## src/rtl/alu_pkg.sv

```systemverilog
// ALU opcode encodes, dispatcher state encoding and opcode classification shared by the ALU and its dispatcher.
// Pure declarations and combinational helpers: no latency, no backpressure.
package alu_pkg;

  localparam int ALU_ADD        = 0;
  localparam int ALU_SUB        = 1;
  localparam int ALU_AND        = 2;
  localparam int ALU_OR         = 3;
  localparam int ALU_XOR        = 4;
  localparam int ALU_SLT        = 5;
  localparam int ALU_SLTU       = 6;
  localparam int ALU_SRA        = 7;
  localparam int ALU_MUL        = 8;
  localparam int ALU_DIV        = 9;
  localparam int ALU_SLL        = 10;
  localparam int ALU_SRL        = 11;
  localparam int HIGHEST_ENCODE = 12;

  typedef enum logic [1:0] {
    OP_SINGLE,
    OP_MULTI,
    OP_REJECT
  } op_class_e;

  typedef enum logic [2:0] {
    S_IDLE,
    S_COMB,
    S_SEQ_PULSE,
    S_WAIT_BUSY,
    S_WAIT_DONE,
    S_WB
  } disp_state_e;

  // DIV has no datapath behind the dispatcher, so it is rejected alongside unused encodes.
  function automatic op_class_e classify_op(input logic [31:0] op);
    if (op >= HIGHEST_ENCODE) return OP_REJECT;
    if (op < ALU_MUL)         return OP_SINGLE;
    if (op == ALU_MUL || op == ALU_SLL || op == ALU_SRL) return OP_MULTI;
    return OP_REJECT;
  endfunction

endpackage

```

## src/rtl/alu_dispatch_wb_reg.sv

```systemverilog
// Writeback holding register: loads rd/data/invalid and presents them with wb_valid until wb_ready.
// Latency 1 cycle from load; wb_ready low holds every output stable indefinitely.
module alu_dispatch_wb_reg #(
  parameter int DATA_WIDTH = 64,
  parameter int RD_WIDTH   = 5
) (
  input  logic                  clk,
  input  logic                  rst_n,
  input  logic                  load,
  input  logic [RD_WIDTH-1:0]   load_rd,
  input  logic [DATA_WIDTH-1:0] load_data,
  input  logic                  load_invalid,
  output logic                  wb_valid,
  input  logic                  wb_ready,
  output logic [RD_WIDTH-1:0]   wb_rd,
  output logic [DATA_WIDTH-1:0] wb_data,
  output logic                  wb_invalid
);

  // The dispatcher only loads while the register is empty, so load never races a pending handshake.
  always_ff @(posedge clk or negedge rst_n) begin
    if (!rst_n) begin
      wb_valid   <= 1'b0;
      wb_rd      <= '0;
      wb_data    <= '0;
      wb_invalid <= 1'b0;
    end else if (load) begin
      wb_valid   <= 1'b1;
      wb_rd      <= load_rd;
      wb_data    <= load_data;
      wb_invalid <= load_invalid;
    end else if (wb_valid && wb_ready) begin
      wb_valid   <= 1'b0;
      wb_invalid <= 1'b0;
    end
  end

endmodule

```

## src/rtl/alu_dispatcher.sv

```systemverilog
// Issue-side ALU controller (ALU_DISPATCH_TIMEOUT_EN adds a done-timeout and sticky timeout_flag); one request in flight.
// Latency: 2 cycles request->wb_valid for 1-cycle ops, ALU-dependent for multi-cycle; req_ready low until the writeback handshake.
module alu_dispatcher
  import alu_pkg::*;
#(
  parameter int OPERAND_WIDTH  = 64,
  parameter int OPCODE_WIDTH   = 4,
  parameter int REG_ADDR_WIDTH = 5,
  parameter int BUSY_WAIT_MAX  = 4
) (
  input  logic                      clk,
  input  logic                      rst_n,
  input  logic                      req_valid,
  output logic                      req_ready,
  input  logic [OPCODE_WIDTH-1:0]   req_op,
  input  logic [OPERAND_WIDTH-1:0]  req_a,
  input  logic [OPERAND_WIDTH-1:0]  req_b,
  input  logic [REG_ADDR_WIDTH-1:0] req_rd,
  output logic [OPERAND_WIDTH-1:0]  alu_operand_1,
  output logic [OPERAND_WIDTH-1:0]  alu_operand_2,
  output logic [OPCODE_WIDTH-1:0]   alu_op_code,
  output logic                      alu_enable_comb,
  output logic                      alu_enable_seq,
  input  logic                      alu_idle,
  input  logic [OPERAND_WIDTH-1:0]  alu_result_1cycle,
  input  logic [OPERAND_WIDTH-1:0]  alu_result_multi,
  output logic                      wb_valid,
  input  logic                      wb_ready,
  output logic [REG_ADDR_WIDTH-1:0] wb_rd,
  output logic [OPERAND_WIDTH-1:0]  wb_data,
`ifdef ALU_DISPATCH_TIMEOUT_EN
  output logic                      timeout_flag,
`endif
  output logic                      wb_invalid
);

  typedef struct packed {
    logic [OPCODE_WIDTH-1:0]   op;
    logic [OPERAND_WIDTH-1:0]  a;
    logic [OPERAND_WIDTH-1:0]  b;
    logic [REG_ADDR_WIDTH-1:0] rd;
  } req_t;

  localparam int BW = $clog2(BUSY_WAIT_MAX + 1);

  disp_state_e               state;
  req_t                      req_q;
  logic [BW-1:0]             busy_cnt;
  logic                      accept;
  op_class_e                 req_class;
  logic                      wb_load;
  logic                      wb_load_invalid;
  logic [OPERAND_WIDTH-1:0]  wb_load_data;
  logic [REG_ADDR_WIDTH-1:0] wb_load_rd;
`ifdef ALU_DISPATCH_TIMEOUT_EN
  logic [15:0]               done_cnt;
`endif

  assign accept        = req_valid && req_ready;
  assign req_class     = classify_op(32'(req_op));
  assign alu_operand_1 = req_q.a;
  assign alu_operand_2 = req_q.b;
  assign alu_op_code   = req_q.op;

  // Rejected ops load the writeback straight from the request, before the latch has captured it.
  always_comb begin
    wb_load         = 1'b0;
    wb_load_invalid = 1'b0;
    wb_load_data    = '0;
    wb_load_rd      = (state == S_IDLE) ? req_rd : req_q.rd;
    case (state)
      S_IDLE: begin
        if (accept && req_class == OP_REJECT) begin
          wb_load         = 1'b1;
          wb_load_invalid = 1'b1;
        end
      end
      S_COMB: begin
        wb_load      = 1'b1;
        wb_load_data = alu_result_1cycle;
      end
      S_WAIT_BUSY: begin
        // Idle never dropped: the ALU finished within a cycle of the start pulse.
        if (alu_idle && busy_cnt == BW'(BUSY_WAIT_MAX - 1)) begin
          wb_load      = 1'b1;
          wb_load_data = alu_result_multi;
        end
      end
      S_WAIT_DONE: begin
        if (alu_idle) begin
          wb_load      = 1'b1;
          wb_load_data = alu_result_multi;
        end
`ifdef ALU_DISPATCH_TIMEOUT_EN
        else if (done_cnt == 16'hFFFF) begin
          wb_load         = 1'b1;
          wb_load_invalid = 1'b1;
        end
`endif
      end
      default: ;
    endcase
  end

  always_ff @(posedge clk or negedge rst_n) begin
    if (!rst_n) begin
      state           <= S_IDLE;
      req_ready       <= 1'b0;
      req_q           <= '0;
      alu_enable_comb <= 1'b0;
      alu_enable_seq  <= 1'b0;
      busy_cnt        <= '0;
`ifdef ALU_DISPATCH_TIMEOUT_EN
      done_cnt        <= '0;
      timeout_flag    <= 1'b0;
`endif
    end else begin
      alu_enable_comb <= 1'b0;
      alu_enable_seq  <= 1'b0;
      case (state)
        S_IDLE: begin
          req_ready <= !accept;
          if (accept) begin
            req_q.op <= req_op;
            req_q.a  <= req_a;
            req_q.b  <= req_b;
            req_q.rd <= req_rd;
            case (req_class)
              OP_SINGLE: begin
                state           <= S_COMB;
                alu_enable_comb <= 1'b1;
              end
              OP_MULTI: state <= S_SEQ_PULSE;
              default:  state <= S_WB;
            endcase
          end
        end
        S_COMB: state <= S_WB;
        S_SEQ_PULSE: begin
          if (alu_idle) begin
            alu_enable_seq <= 1'b1;
            busy_cnt       <= '0;
            state          <= S_WAIT_BUSY;
          end
        end
        S_WAIT_BUSY: begin
          if (!alu_idle) begin
            state <= S_WAIT_DONE;
`ifdef ALU_DISPATCH_TIMEOUT_EN
            done_cnt <= '0;
`endif
          end else if (wb_load) begin
            state <= S_WB;
          end else begin
            busy_cnt <= busy_cnt + 1'b1;
          end
        end
        S_WAIT_DONE: begin
          if (wb_load) begin
            state <= S_WB;
`ifdef ALU_DISPATCH_TIMEOUT_EN
            if (!alu_idle) timeout_flag <= 1'b1;
`endif
          end
`ifdef ALU_DISPATCH_TIMEOUT_EN
          else begin
            done_cnt <= done_cnt + 16'd1;
          end
`endif
        end
        S_WB: begin
          if (wb_valid && wb_ready) begin
            state     <= S_IDLE;
            req_ready <= 1'b1;
          end
        end
        default: state <= S_IDLE;
      endcase
    end
  end

  alu_dispatch_wb_reg #(
    .DATA_WIDTH (OPERAND_WIDTH),
    .RD_WIDTH   (REG_ADDR_WIDTH)
  ) u_wb_reg (
    .clk          (clk),
    .rst_n        (rst_n),
    .load         (wb_load),
    .load_rd      (wb_load_rd),
    .load_data    (wb_load_data),
    .load_invalid (wb_load_invalid),
    .wb_valid     (wb_valid),
    .wb_ready     (wb_ready),
    .wb_rd        (wb_rd),
    .wb_data      (wb_data),
    .wb_invalid   (wb_invalid)
  );

endmodule

```

## config.mk

```make
export PLATFORM = sky130hd
export DESIGN_NAME = alu_dispatcher
export DESIGN_NICKNAME = d
export VERILOG_FILES = /design/src/rtl/alu_pkg.sv /design/src/rtl/alu_dispatch_wb_reg.sv /design/src/rtl/alu_dispatcher.sv
export SDC_FILE = /design/constraint.sdc
export NUM_CORES = 1
export LEC_CHECK = 0
export ABC_AREA = 1
export BUFFER_PORTS_ARGS = -buffer_cell sky130_fd_sc_hd__buf_2
export CAP_MARGIN = 40
export CORE_AREA = 2 2 184 186
export CTS_BUF_LIST = sky130_fd_sc_hd__clkbuf_8
export DETAILED_ROUTE_END_ITERATION = 6
export DIE_AREA = 0 0 186 188
export PLACE_DENSITY = 0.53
export SLEW_MARGIN = 25
export SYNTH_ARGS = -nofsm -noshare
export SYNTH_HDL_FRONTEND = slang
export SYNTH_SLANG_ARGS = --single-unit
```

## constraint.sdc

```tcl
create_clock -name clk -period 2.56 [get_ports clk]
set_input_delay 0.512 -clock clk [delete_from_list [all_inputs] [get_ports clk]]
set_output_delay 0.512 -clock clk [all_outputs]
set_load 0.01 [all_outputs]
```

==> impl_metrics.tcl, run 1 <==
set metrics [dict create \
    vias_per_cell 4.24 \
    routedWlPerCell_um 15.5 \
    leakage_nw 7.19 \
    synth.cell_area_um2 9680 \
    cp-end-kind "flop" \
    clk_pin_slew_worst_paths_ps 60 \
    grt_pass1_vias 7892 \
    insertion_delay_ps 530 \
    num_rows 67 \
    yosys_warnings 0 \
    synthArstFlopShare 1.00 \
    cts-hold-fix-buffers 1 \
    finalNonFillerCells 1923 \
    synth-seq-area-share 0.561 \
    synth_edf_count 0 \
    clock_sinks 217 \
    antenna_found_initial 4 \
    die_x_um 186 \
    drive_gt1_frac 0.378 \
    r2r_slack_ps 640 \
    r2r-start "busy_cnt[0]" \
    gp_congestion 0.773 \
    hp-class "input port to flop" \
    dp_hpwl_mm 21.8 \
    grt_start_max_net_pins 100 \
    peakVddDrop_uv 509 \
    routed_wl_mm 29.8 \
    port_buffers 475 \
    drv_cap 0 \
    cts_setup_buffers 0 \
    avgSynthCellArea_um2 8.79 \
    min_to "alu_enable_comb" \
    h-tree-depth 2 \
    fin_crit_ps 1920 \
    min-delay-start "req_op[3]" \
    clock.fmax_mhz 521 \
    cp.required_ps 3020 \
    r2r_cells 10 \
    drtAntennaViolNets 0 \
    cts_buffers 40 \
    crit_start "busy_cnt[0]" \
    grt_overflow_total 0 \
    cts_tree "built" \
    cts-root-buf "clkbuf_8" \
    drt_iter0_markers 244 \
    placed_area_um2 11600 \
    final.setup.tns_ps 0 \
    drc_errors 0 \
    crit_fanout 66 \
    die_area_um2 35000 \
    cts_resized 0 \
    arrival_ps 2370 \
    startpoint_type "flop" \
    num_vias 8153 \
    timing.final.crit_share 0.749 \
    nNetsFinal 1723 \
    setup_viol 0 \
    status "complete, no violations" \
    met2_usage 0.295 \
    grt_setup_unrepaired "no" \
    grt_use_met3 0.0449 \
    slew_headroom 0.546 \
    ys_types 23 \
    areaGrowthSynthToFinish_pct 27.9 \
    synth_nets 1373 \
    ys.flop_type "dfrtp_1" \
    cts.path.max_buffers 3 \
    grt_most_used_layer "met2" \
    use_met1 0.183 \
    worst_pin_slew_ps 682 \
    whs_path_depth 2 \
    gr-usage-all-layers 0.163 \
    synth-seq-cells 217 \
    pin_count 476 \
    critPathKind "flop to flop" \
    hold_violations 0 \
    grt_pass1_wl_mm 43.9 \
    first_pass_iters 5 \
    cellPowerDensity_nw_per_um2 1280 \
    fp.coreArea_um2 33100 \
    initial_utilization 0.292 \
    synth_cells 1101 \
    drv_slew 0 \
    place_inst 1856 \
    timing.rr.end "u_wb_reg.wb_data[45]" \
    final_cell_area_um2 12400 \
    fin_skew_ps 20.6 \
    dieHeight_um 188 \
]
==> registers in the layout, summed over array words and instances (netlist names) <==
name	flops
u_wb_reg.wb_rd	5
u_wb_reg.wb_valid	1
alu_operand_2	64
u_wb_reg.wb_data	64
req_q	5
req_ready	1
alu_enable_comb	1
u_wb_reg.wb_invalid	1
alu_enable_seq	1
alu_op_code	4
busy_cnt	3
alu_operand_1	64
state	3
==> logic make-up after synthesis <==
group	after synthesis	share of synthesized area
simple gates	601	0.240
flops	217	0.561
buf+inv	200	0.137
compound gates	81	0.0595
fa+ha+maj	2	0.00259
==> stage by stage <==
stage	setup WS, ps	power (mW)	utilization	hold WS, ps
finish	641	15.9	0.374	151
CTS	596	16.2	0.374	107
detailed placement	533	12.8	0.349	453
global route	464	17.2	0.374	126
floorplan	1010	11.0	-	216
global placement	553	12.6	0.349	449
==> how the worst max path moves through the flow <==
stage | end | slack, ps | cells after the start
after floorplan | u_wb_reg.wb_data[24] | 1010 | 10
after global placement | busy_cnt[1] | 550 | 9
after detailed placement | busy_cnt[1] | 530 | 9
after CTS | busy_cnt[1] | 600 | 10
after global routing | u_wb_reg.wb_data[9] | 460 | 7
final | u_wb_reg.wb_data[45] | 640 | 10
==> critical path, stage by stage (launching register included) <==
cell	delay, ps
dfrtp_1	380
ha_1	200
ha_1	190
nand2_1	110
o21ai_4	70
inv_2	60
nand3_2	210
inv_2	140
buf_12	270
nand2_1	100
nand2_1	80
==> metal layers <==
metal,share of wire,up-vias
li1,-,4019
met1,0.39,3721
met2,0.50,347
met3,0.081,64
met4,0.029,2
met5,0.00044,-
==> synthesized netlist by cell type (3+ instances only) <==
master / instances / area share
nor2_1: 13 / 0.0050
inv_2: 5 / 0.0019
buf_2: 27 / 0.014
a22oi_1: 64 / 0.050
clkbuf_1: 9 / 0.0035
nand3_1: 11 / 0.0057
o21ai_0: 8 / 0.0041
buf_4: 144 / 0.11
nand2_1: 565 / 0.22
buf_1: 3 / 0.0012
a31oi_1: 5 / 0.0032
nand4_1: 4 / 0.0026
inv_1: 11 / 0.0043
dfrtp_1: 217 / 0.56
a21oi_1: 3 / 0.0016
==> cells in the final DEF (no fill, tap or decap) <==
| master | count |
|---|---|
| o21ai_4 | 1 |
| ha_1 | 2 |
| inv_4 | 1 |
| buf_8 | 1 |
| nor2_1 | 13 |
| o21ai_0 | 8 |
| dlygate4sd3_1 | 1 |
| nand2_2 | 1 |
| nand3_1 | 11 |
| clkinv_1 | 1 |
| nand2_4 | 1 |
| nand2_1 | 565 |
| nor3_1 | 2 |
| diode_2 | 1 |
| nand3_2 | 2 |
| a22oi_1 | 64 |
| buf_2 | 474 |
| inv_1 | 21 |
| a21oi_1 | 3 |
| nor2_4 | 2 |
| buf_4 | 8 |
| clkinv_2 | 4 |
| clkbuf_8 | 49 |
| buf_12 | 7 |
| a31oi_1 | 5 |
| inv_2 | 4 |
| nand4_1 | 4 |
| bufinv_16 | 2 |
| dfrtp_1 | 217 |
==> cell type report <==
class	instances	area, um2
Sequential cell	217	5430
Inverter	17	66.3
Fill cell	3486	20700
Tap cell	448	561
Multi-Input combinational cell	684	2930
Antenna cell	1	2.50
Clock inverter	16	118
Clock buffer	49	674
Timing Repair Buffer	491	2600
==> power breakdown <==
group / switching (mW) / internal [mW] / total, mW
Sequential: 0.837 / 5.07 / 5.91
Clock: 1.44 / 1.91 / 3.35
Combinational: 4.16 / 2.48 / 6.63
Total: 6.43 / 9.46 / 15.9
(Power assumes the default switching activity.)
==> run 2: changes to the inputs <==
Clock period 2.56 ns to 1.8 ns, I/O delays scaled along.
==> run 2 against run 1 <==
Register-to-register slack worse by 500 ps. Count of clock-buffer cells in the layout grew 7. Final cell count increased by 1.5%. Wire length increased by 0.79%. First-iteration DRC count is 3.3% lower. Maximum frequency up 16%. Critical path type unchanged.
==> impl_metrics.tcl, run 2 (synthesis gave the netlist of run 1 again) <==
set metrics [dict create \
    status "complete, no violations" \
    drt_iter0_markers 236 \
    dp_hpwl_mm 22.3 \
    critPathKind "flop to flop" \
    place_inst 1871 \
    grt_pass1_wl_mm 44.6 \
    worst_pin_slew_ps 371 \
    hp-class "input port to flop" \
    gp_congestion 0.764 \
    finalNonFillerCells 1951 \
    grt_start_max_net_pins 77 \
    switching_share 0.401 \
    clock_power_share 0.207 \
    cellPowerDensity_nw_per_um2 1820 \
    crit_fanout 24 \
    pin_count 476 \
    cts_buffers 39 \
    final.setup.tns_ps 0 \
    routedWlPerCell_um 15.4 \
    slew_headroom 0.753 \
    grt_overflow_total 0 \
    hold_violations 0 \
    num_rows 67 \
    p_total_mw 23.2 \
    nFillCells 3477 \
    insertion_delay_ps 530 \
    final_cell_mix "565 x nand2_1, 474 x buf_2, 217 x dfrtp_1, 64 x a22oi_1, 56 x clkbuf_8" \
    r2r_cells 10 \
    clk_pin_slew_worst_paths_ps 60 \
    setup_viol 0 \
    final_common_cell "nand2_1" \
    areaGrowthSynthToFinish_pct 31.7 \
    fin_skew_ps 14.5 \
    drtAntennaViolNets 0 \
    drive_gt1_frac 0.383 \
    dieHeight_um 188 \
    p_int_mw 13.9 \
    register_area_um2 5430 \
    grt_setup_unrepaired "no" \
    fp.coreArea_um2 33100 \
    gr-usage-all-layers 0.164 \
    num_vias 8263 \
    antenna_found_initial 2 \
    port_buffers 475 \
    clock.fmax_mhz 604 \
    cp.required_ps 2260 \
    h-tree-depth 2 \
    p_switching_mw 9.29 \
    cts-root-buf "clkbuf_8" \
    leakage_nw 7.37 \
    first_pass_iters 4 \
    multiInputGateArea_um2 2930 \
    r2r-start "busy_cnt[0]" \
    drc_errors 0 \
    die_x_um 186 \
    r2r_slack_ps 140 \
    routed_wl_mm 30.0 \
    nNetsFinal 1747 \
    arrival_ps 2110 \
    die_area_um2 35000 \
    drv_cap 0 \
    timing.final.crit_share 0.920 \
    vias_per_cell 4.24 \
    initial_utilization 0.292 \
    cts.path.max_buffers 3 \
    startpoint_type "flop" \
    p_seq_frac 0.362 \
    p_comb_frac 0.431 \
    pre_cts_ws_ps 117 \
    cp-end-kind "flop" \
    fin_ws_ps 143 \
    grt_pass1_vias 8106 \
    fin_crit_ps 1660 \
    timing.rr.end "busy_cnt[1]" \
    drv_slew 0 \
    cts_tree "built" \
    peakVddDrop_uv 758 \
    crit_start "busy_cnt[0]" \
    clock_sinks 217 \
    endpoint "busy_cnt[1]" \
]
==> run 2: cell types whose count changed in the layout (fill, tap and decap cells not counted), moves of 2 or more <==
cell	previous run	this run
clkinv_2	4	2
buf_12	7	16
clkbuf_8	49	56
dlygate4sd3_1	1	10
buf_4	8	14
bufinv_16	2	0
==> run 2: power by group through the flow <==
stage	Clock (mW)	Sequential, mW	Combinational [mW]
floorplan	0	8.65	7.03
finish	4.79	8.39	9.99
global placement	0	8.40	9.92
CTS	4.97	8.41	10.1
detailed placement	0	8.45	10.1
global route	5.18	8.67	11.2
==> run 2: through the flow <==
step	hold slack (ps)	utilization	cell area (um2)
floorplan	64.4	-	9680
global placement	285	0.356	11800
detailed placement	287	0.356	11800
CTS	0.0115	0.384	12700
global route	6.91	0.385	12700
finish	35.9	0.385	12700
==> run 2: how the worst min path moves through the flow <==
stage / endpoint / cells past startpoint / from
detailed placement: u_wb_reg.wb_data[42] / 1 / rst_n
global placement: u_wb_reg.wb_data[42] / 1 / rst_n
floorplan: alu_enable_comb / 0 / rst_n
CTS: alu_operand_2[58] / 3 / req_b[58]
finish: alu_operand_2[58] / 3 / req_b[58]
global route: alu_operand_2[1] / 3 / req_b[1]
==> run 2: final cells by class <==
class	instances	area share
Clock buffer	56	0.0605
Clock inverter	12	0.00373
Tap cell	448	0.0440
Multi-Input combinational cell	684	0.230
Inverter	17	0.00540
Timing Repair Buffer	516	0.230
Sequential cell	217	0.426
Antenna cell	1	0.000196
==> run 2: what timing repair did <==
action,4_1_cts,5_1_grt
resized for setup,0,1
buffers inserted,0,0
endpoints found under the hold margin,39,0
endpoints found under the setup margin,0,14
hold buffers,10,0
==> run 2: metal layers <==
layer / share of wire / vias to the layer above / track usage
met2: 0.51 / 350 / 0.296
met4: 0.023 / 0 / 0.0472
met1: 0.39 / 3787 / 0.186
met5: 0 / - / 0
li1: - / 4078 / -
met3: 0.083 / 48 / 0.0468
==> run 2: worst max-delay path, stage by stage (launching register included) <==
cell and delay (ps):
dfrtp_1 390, ha_1 200, ha_1 190, nand2_1 110
o21ai_4 90, inv_2 70, nand3_2 90, inv_4 130
buf_12 170, nand3_1 80, nand2_1 70
